===== src/rtl/lcd_rgb_rx.sv =====
// lcd_rgb_rx: receive side of the parallel RGB565 LCD interface.
// Recovers pixel coordinates, measures line/frame geometry and runs a
// SEARCH/MEASURE/LOCKED lock machine against H_ACTIVE x V_ACTIVE.
// Optional feature macro: LCD_RX_CRC_EN adds a per-frame CRC-16-CCITT output.
module lcd_rgb_rx #(
  parameter int unsigned H_ACTIVE    = 480,
  parameter int unsigned V_ACTIVE    = 272,
  parameter int unsigned CW          = 11,
  parameter int unsigned LOCK_FRAMES = 2,
  parameter bit          HS_POL      = 1'b0,
  parameter bit          VS_POL      = 1'b0
) (
  input  logic          PixelClk,
  input  logic          nRST,
  input  logic          LCD_DE,
  input  logic          LCD_HSYNC,
  input  logic          LCD_VSYNC,
  input  logic [4:0]    LCD_R,
  input  logic [5:0]    LCD_G,
  input  logic [4:0]    LCD_B,
  output logic          pix_valid,
  output logic [CW-1:0] pix_x,
  output logic [CW-1:0] pix_y,
  output logic [15:0]   pix_data,
  output logic          frame_start,
  output logic          line_end,
  output logic [CW-1:0] meas_width,
  output logic [CW-1:0] meas_height,
  output logic [CW-1:0] meas_htotal,
  output logic          locked,
  output logic          sync_err
`ifdef LCD_RX_CRC_EN
  ,output logic [15:0]  frame_crc
`endif
);

  typedef enum logic [1:0] {SEARCH, MEASURE, LOCKED} state_t;

  localparam int unsigned   GW     = $clog2(LOCK_FRAMES + 1);
  localparam logic [CW-1:0] CMAX   = '1;
  localparam logic [CW-1:0] H_EXP  = CW'(H_ACTIVE);
  localparam logic [CW-1:0] V_EXP  = CW'(V_ACTIVE);
  localparam logic [GW-1:0] G_LAST = GW'(LOCK_FRAMES - 1);

  function automatic logic [CW-1:0] sat_inc(input logic [CW-1:0] v);
    return (v == CMAX) ? v : v + 1'b1;
  endfunction

  logic          de_s1_q, hs_s1_q, vs_s1_q, de_s2_q, hs_s2_q, vs_s2_q;
  logic [15:0]   rgb_s1_q;
  logic [CW-1:0] x_q, x_d, y_q, y_d, htot_q, htot_d;
  logic          frame_bad_q, frame_bad_d, abort_q, abort_d;
  state_t        state_q, state_d;
  logic [GW-1:0] good_q, good_d;
  logic          pix_valid_q, pix_valid_d, frame_start_q, frame_start_d;
  logic          line_end_q, line_end_d, locked_q, locked_d, sync_err_q, sync_err_d;
  logic [CW-1:0] pix_x_q, pix_x_d, pix_y_q, pix_y_d;
  logic [15:0]   pix_data_q, pix_data_d;
  logic [CW-1:0] meas_w_q, meas_w_d, meas_h_q, meas_h_d, meas_ht_q, meas_ht_d;

  logic          de_rise, de_fall, hs_rise, vs_rise;
  logic          abort_now, abort_eff, live, end_line, width_bad, bad_fin, frame_good;
  logic [CW-1:0] cur_x, y_fin;

`ifdef LCD_RX_CRC_EN
  logic [15:0] crc_q, crc_d, frame_crc_q, frame_crc_d;

  function automatic logic [15:0] crc16_word(input logic [15:0] c, input logic [15:0] d);
    logic [15:0] r;
    logic        fb;
    r = c;
    for (int unsigned i = 0; i < 16; i++) begin
      fb = r[15] ^ d[15 - i];
      r  = {r[14:0], 1'b0} ^ (fb ? 16'h1021 : 16'h0000);
    end
    return r;
  endfunction
`endif

  // Pin capture (s1) with sync levels normalised to "asserted", then s2 for edges.
  always_ff @(posedge PixelClk) begin
    if (!nRST) begin
      de_s1_q  <= 1'b0;
      hs_s1_q  <= 1'b0;
      vs_s1_q  <= 1'b0;
      rgb_s1_q <= '0;
      de_s2_q  <= 1'b0;
      hs_s2_q  <= 1'b0;
      vs_s2_q  <= 1'b0;
    end else begin
      de_s1_q  <= LCD_DE;
      hs_s1_q  <= (LCD_HSYNC == HS_POL);
      vs_s1_q  <= (LCD_VSYNC == VS_POL);
      rgb_s1_q <= {LCD_R, LCD_G, LCD_B};
      de_s2_q  <= de_s1_q;
      hs_s2_q  <= hs_s1_q;
      vs_s2_q  <= vs_s1_q;
    end
  end

  // Coordinate recovery, measurements, frame check and lock next-state.
  always_comb begin
    de_rise   = de_s1_q & ~de_s2_q;
    de_fall   = ~de_s1_q & de_s2_q;
    hs_rise   = hs_s1_q & ~hs_s2_q;
    vs_rise   = vs_s1_q & ~vs_s2_q;
    // A VSYNC landing inside DE aborts the rest of that line: no pixels,
    // no line_end, no y step; the abort flag clears on the next DE rise.
    abort_now = vs_rise & de_s1_q;
    abort_eff = abort_q & ~de_rise;
    live      = de_s1_q & ~abort_eff & ~abort_now;
    end_line  = de_fall & ~abort_eff;
    width_bad = end_line & (x_q != H_EXP);
    cur_x     = de_rise ? '0 : x_q;
    // Fold a line ending on the VSYNC cycle itself into the frame verdict.
    y_fin      = end_line ? sat_inc(y_q) : y_q;
    bad_fin    = frame_bad_q | width_bad;
    frame_good = ~bad_fin & (y_fin == V_EXP);

    x_d         = live ? sat_inc(cur_x) : x_q;
    pix_valid_d = live;
    pix_x_d     = live ? cur_x : pix_x_q;
    pix_y_d     = live ? y_q : pix_y_q;
    pix_data_d  = live ? rgb_s1_q : pix_data_q;
    line_end_d  = end_line;
    meas_w_d    = end_line ? x_q : meas_w_q;
    y_d         = end_line ? sat_inc(y_q) : y_q;
    frame_bad_d = bad_fin;
    abort_d     = de_rise ? 1'b0 : abort_q;
    meas_ht_d   = hs_rise ? htot_q : meas_ht_q;
    htot_d      = hs_rise ? CW'(1) : sat_inc(htot_q);

    frame_start_d = vs_rise;
    meas_h_d      = meas_h_q;
    state_d       = state_q;
    good_d        = good_q;
    sync_err_d    = width_bad & (state_q == LOCKED);

    if (vs_rise) begin
      meas_h_d    = y_fin;
      y_d         = '0;
      frame_bad_d = abort_now;
      if (abort_now) abort_d = 1'b1;
      case (state_q)
        SEARCH: begin
          state_d = MEASURE;
          good_d  = '0;
        end
        MEASURE: begin
          if (!frame_good) begin
            good_d = '0;
          end else if (good_q >= G_LAST) begin
            state_d = LOCKED;
            good_d  = '0;
          end else begin
            good_d = good_q + 1'b1;
          end
        end
        LOCKED: begin
          if (!frame_good) begin
            sync_err_d = 1'b1;
            state_d    = MEASURE;
            good_d     = '0;
          end
        end
        default: begin
          state_d = SEARCH;
          good_d  = '0;
        end
      endcase
    end

    locked_d = (state_q == LOCKED);
  end

`ifdef LCD_RX_CRC_EN
  // Running CRC over delivered pixels; latched and re-initialised per frame.
  always_comb begin
    crc_d       = live ? crc16_word(crc_q, rgb_s1_q) : crc_q;
    frame_crc_d = frame_crc_q;
    if (vs_rise) begin
      frame_crc_d = crc_d;
      crc_d       = 16'hFFFF;
    end
  end

  // CRC state registers.
  always_ff @(posedge PixelClk) begin
    if (!nRST) begin
      crc_q       <= 16'hFFFF;
      frame_crc_q <= '0;
    end else begin
      crc_q       <= crc_d;
      frame_crc_q <= frame_crc_d;
    end
  end

  assign frame_crc = frame_crc_q;
`endif

  // State and output registers.
  always_ff @(posedge PixelClk) begin
    if (!nRST) begin
      x_q           <= '0;
      y_q           <= '0;
      htot_q        <= '0;
      frame_bad_q   <= 1'b0;
      abort_q       <= 1'b0;
      state_q       <= SEARCH;
      good_q        <= '0;
      pix_valid_q   <= 1'b0;
      pix_x_q       <= '0;
      pix_y_q       <= '0;
      pix_data_q    <= '0;
      frame_start_q <= 1'b0;
      line_end_q    <= 1'b0;
      meas_w_q      <= '0;
      meas_h_q      <= '0;
      meas_ht_q     <= '0;
      locked_q      <= 1'b0;
      sync_err_q    <= 1'b0;
    end else begin
      x_q           <= x_d;
      y_q           <= y_d;
      htot_q        <= htot_d;
      frame_bad_q   <= frame_bad_d;
      abort_q       <= abort_d;
      state_q       <= state_d;
      good_q        <= good_d;
      pix_valid_q   <= pix_valid_d;
      pix_x_q       <= pix_x_d;
      pix_y_q       <= pix_y_d;
      pix_data_q    <= pix_data_d;
      frame_start_q <= frame_start_d;
      line_end_q    <= line_end_d;
      meas_w_q      <= meas_w_d;
      meas_h_q      <= meas_h_d;
      meas_ht_q     <= meas_ht_d;
      locked_q      <= locked_d;
      sync_err_q    <= sync_err_d;
    end
  end

  assign pix_valid   = pix_valid_q;
  assign pix_x       = pix_x_q;
  assign pix_y       = pix_y_q;
  assign pix_data    = pix_data_q;
  assign frame_start = frame_start_q;
  assign line_end    = line_end_q;
  assign meas_width  = meas_w_q;
  assign meas_height = meas_h_q;
  assign meas_htotal = meas_ht_q;
  assign locked      = locked_q;
  assign sync_err    = sync_err_q;

endmodule


===== config.mk =====
export PLATFORM = sky130hd
export DESIGN_NAME = lcd_rgb_rx
export DESIGN_NICKNAME = d
export VERILOG_FILES = /design/src/rtl/lcd_rgb_rx.sv
export SDC_FILE = /design/constraint.sdc
export NUM_CORES = 1
export LEC_CHECK = 0
export ABC_AREA = 1
export BUFFER_PORTS_ARGS = -buffer_cell sky130_fd_sc_hd__buf_4
export CORE_ASPECT_RATIO = 0.75
export CORE_MARGIN = 2
export CORE_UTILIZATION = 55
export CTS_CLUSTER_DIAMETER = 40
export DETAILED_ROUTE_END_ITERATION = 16
export GPL_ROUTABILITY_DRIVEN = 0
export PLACE_DENSITY = 0.75
export SKIP_LAST_GASP = 1
export SLEW_MARGIN = 30
export SYNTH_ARGS = -nofsm -noshare
export SYNTH_HDL_FRONTEND = slang
export SYNTH_SLANG_ARGS = --single-unit

===== constraint.sdc =====
create_clock -name PixelClk -period 2.2 [get_ports PixelClk]
set_input_delay 0 -clock PixelClk [delete_from_list [all_inputs] [get_ports PixelClk]]
set_output_delay 0 -clock PixelClk [all_outputs]
set_load 0.01 [all_outputs]

# After elaboration in Yosys (flattened, before gate mapping)
# Cells that the tools add are included.
# word_totals
register_bits	137
latchBits	0
ramBits	0
rom_bits	0
out_inout_bits	76
elab_cells	92
mem_count	0
# op_classes
n_addsub	4
multipliers	0
n_div	0
magnitude_cmp	1
eq_ne	11
shifts	0
n_mux	21
bitwise	24
reduce_logical	5
# ops
operator	n
$mux 11	4
$add 11x1->11 const B	3
$eq 11x11->1 const B	3
$and 1x1->1	12
$mux 2	6
$eq 11x9->1 const B	1
$ne 11x9->1 const B	1
$not 1->1	11
$mux 1	9
$ne 2x2->1 const B	4
$pmux 2 s3	1
$pmux 2 s2	1
$reduce_and 4->1	1
$reduce_or 2->1	2
$add 2x1->2 const B	1
$eq 2x1->1 const B	1
$eq 2x2->1 const B	1
$ge 2x1->1 const B	1
$logic_not 2->1	1
$reduce_and 2->1	1
$or 1x1->1	1

# Logic depth before layout (Yosys ltp)
# logic_depth
ltp_word	13
ltp_mapped	16

# Least setup slack after synthesis
# No wires, ideal clock.
# synth_path
kind	reg-to-reg
from	register y_q[0]
to	register state_q[0]
setup_time_ns	0.114
arrival_time_ns	1.741
t_required_ns	2.086
path_slack_ns	0.346
path_stages_with_launch	15
synth_period_minus_slack_ns	1.854
cell_sequence	dfxtp_1 > ha_1 > nand2_1 > nor2_2 > nand3_1 > nand2_1 > nand2_1 > nand2_1 > nand2_1 > nor2_2 > nand3_2 > nand2_4 > nand2_4 > o21ai_2 > nor2_2
# synth_between
elab_chain_len	7
elab_cells_between_ends	9
classes_between	add/sub: 1; eq/ne: 4; mux: 2; bitwise: 1; reduce/logical: 1
# synth_rtl
item	line	rtl
start: declaration	51	logic [CW-1:0] x_q, x_d, y_q, y_d, htot_q, htot_d;
start signal: assignment	224	y_q <= y_d;
$add 11x1->11 / $eq 11x11->1 (equally long branches)	46	return (v == CMAX) ? v : v + 1'b1;
$mux 11	-	
$mux 11 *	-	
$eq 11x9->1 *	118	frame_good = ~bad_fin & (y_fin == V_EXP);
$and 1x1->1 *	118	
$ne 2x2->1 (no line)	-	
$reduce_and 4->1 (no line) *	-	
end signal: assignment	228	state_q <= state_d;
end: declaration	53	state_t state_q, state_d;
# Mark *: on every way between the ends. The rest lies on a longest branch, timed or not.
# A chain may end at the register's enable or synchronous reset.

# Worst setup path in the final report
# Ends and elaborated chain as after synthesis.

==> results.cfg <==
[outcome]
outcome = completed

[timing]
fmax_mhz = 488.2
final-setup-viol-count = 0
worst_slew_pin_slew_ns = 0.6889
finalHoldViolCount = 0
fin_crit_ns = 2.048
holdWs_ns = 0.2775
min_period_over_period = 0.9311
relSlewSlack = 0.5407
setup_slack_ns = 0.1516
clock_skew_ns = 0.006456
slew_violations = 0
tns_ns = 0
rsz0062_at_grt = false

[global_route]
overflow = 0
grt_use_total = 0.2771
antenna_found_initial = 0
grt_pass1_vias = 4621
grt_max_degree = 79
grt_pass1_wl_mm = 22.06

[final_layout]
final_nets = 831
area_delta_synth_final_pct = 32.86
drive_gt1_frac = 0.2100
antenna_cells = 0
multi_input_area_sq_um = 2166
seq_area_sq_um = 2746
fillers = 663
final_util = 0.7624

[detailed_routing]
first_pass_iters = 5
drtAntennaViolNets = 0
wire_per_inst_microns = 14.41
wl_mm = 13.65
vias = 4932
drc = 0
via_per_inst = 5.208
first_iter_violations = 375

[placement]
io_buffer_count = 96
preCtsSetupSlack_ns = -0.02148
hpwlAfterDp_mm = 9.074

[clock_tree]
root_buffer = clkbuf_16
cts.sinks = 137
htreeDepth = 4
path_clk_slew_ns = 0.06
worstSkewPairLatency_ns = 0.41
tritoncts = yes
postCtsSetupRepairBufs = 0
cts_max_path_buffers = 2
numCtsBuffers = 17

[synth]
synth_cells = 687
avgSynthCellArea_sq_um = 7.682
yosysSeqAreaShare = 0.5197
synth_cell_type_count = 33
yosysWarningCount = 0
synth_top_area_share = 0.5197
synth.area.top_cells = dfxtp_1, nand2_1, nor2_1
synth-seq-cells = 137
synthesis.nets = 712
yosys.area.top_type = dfxtp_1
syn_area_sq_um = 5278

[floorplanning]
io_pins = 97
core_sq_um = 9196
die_area_sq_um = 10400
rows = 30
die_height_microns = 88.84
die_w_microns = 117.1
initial_utilization = 0.5739

[pwr]
p_leak_nw = 3.122
pwr-share-seq = 0.430
power.density_nw_per_um2 = 876.1
pwr-share-comb = 0.080
cell_internal_pwr_mw = 4.751
total_power_mw = 6.143
p_sw_mw = 1.391
ir_worst_vdd_mv = 0.6874
p_sw_frac = 0.2265
p_clk_frac = 0.490

[worst_setup_path]
worstPathArrival_ns = 2.36
crit_fanout = 7
cp.required_ns = 2.51
endpoint_kind = flip-flop
cp-start-kind = flip-flop
critical_path_class = flip-flop to flip-flop

[worst_hold_path]
hold_path_class = input pin to flip-flop

[job]
max_cap_violations = 0
final cells by class:
cell class | instances | share of cell area
Timing Repair Buffer | 126 | 0.1420
Clock inverter | 12 | 0.02445
Clock buffer | 20 | 0.06513
Tap cell | 128 | 0.02284
Inverter | 84 | 0.04497
Multi-Input combinational cell | 440 | 0.3089
Sequential cell | 137 | 0.3917
layout by cell type (no fill, tap or decap), drive strengths merged, types with 8 or more instances in the layout:
cell type	Yosys	final
dfxtp	137	137
nor2	116	116
nand2	111	111
buf	4	106
inv	83	84
o21ai	82	82
a21oi	56	56
nand3	32	32
dlygate4sd3	0	20
clkbuf	22	20
nor3	12	12
xor2	8	8
clkinv	1	8
power by group through the flow:
| stage | Sequential (mW) | Clock, mW | Combinational, mW |
|---|---|---|---|
| 2_1_floorplan | 2.71 | 0 | 0.223 |
| 3_3_place_gp | 2.69 | 0 | 0.438 |
| 3_5_place_dp | 2.69 | 0 | 0.450 |
| 4_1_cts | 2.64 | 3.03 | 0.483 |
| 5_1_grt | 2.65 | 3.14 | 0.547 |
| 6_report | 2.64 | 3.01 | 0.490 |
synth_stat cells:
cell type  number
inv_1          79
a31oi_1         2
buf_1           3
and2_1          1
buf_4           1
nor2_4          2
o21ai_2         1
o21ai_1         4
dfxtp_1       137
nand3b_1        1
ha_1            4
nor2_2          8
nor3b_2         1
clkbuf_1       22
a221oi_2        2
nand2_1       107
nand2_4         2
o211ai_1        2
a21oi_1        56
clkinv_1        1
inv_2           4
xor2_1          8
nor2_1        106
o21ai_0        77
o21bai_1        3
nand3_1        30
nand2_2         2
nand3_2         2
nand4_1         3
nor3_1         12
nand3b_4        1
a21boi_0        2
o22ai_1         1
timing repair:
action	in CTS	in global routing
resized for setup	1	13
endpoints found under the setup margin	4	7
pin swaps	0	3
gates cloned	0	0
hold buffers	20	0
endpoints found under the hold margin	24	0
worst max-delay path: stages (launching register included):
cell     delay [ns]
dfxtp_2        0.37
ha_2           0.20
nand2_2        0.09
nor2_4         0.17
nand3_4        0.14
nand2_2        0.10
nand2_1        0.06
nand2_1        0.12
nand2_1        0.08
nor2_2         0.13
nand3_4        0.12
o21ai_1        0.16
nand2_1        0.08
nor2_2         0.09
nor2_2         0.03
cell families after synthesis:
| family | share of synthesized area |
|---|---|
| buffers and inverters | 0.07895 |
| DFF | 0.5197 |
| and+or+nand+nor | 0.2278 |
| adders and majority gates | 0.009484 |
| xor gates and xnor gates | 0.01328 |
| AOI/OAI and AO/OA | 0.1508 |
path summary, 6_finish.rpt:
path / endpoint / depth (start not counted) / start / slack (ns)
max: state_q[0] / 14 / y_q[0] / 0.15
min reg2reg: frame_start / 1 / vs_s2_q / 0.42
min: hs_s1_q / 3 / LCD_HSYNC / 0.28
max reg2reg: state_q[0] / 14 / y_q[0] / 0.15
per-stage QoR:
stage	instance area, sq um	instances
final	7012	947
after global routing	7012	947
after CTS	6965	947
after detailed placement	6132	895
after global placement	6132	895
after floorplan	5278	687
routing by layer:
layer	part of all wire	global-route usage
met1	0.45	0.3518
met2	0.46	0.4614
met3	0.079	0.08562
met4	0.013	0.07701
met5	0	0
Power figures use the tool's default switching activity.
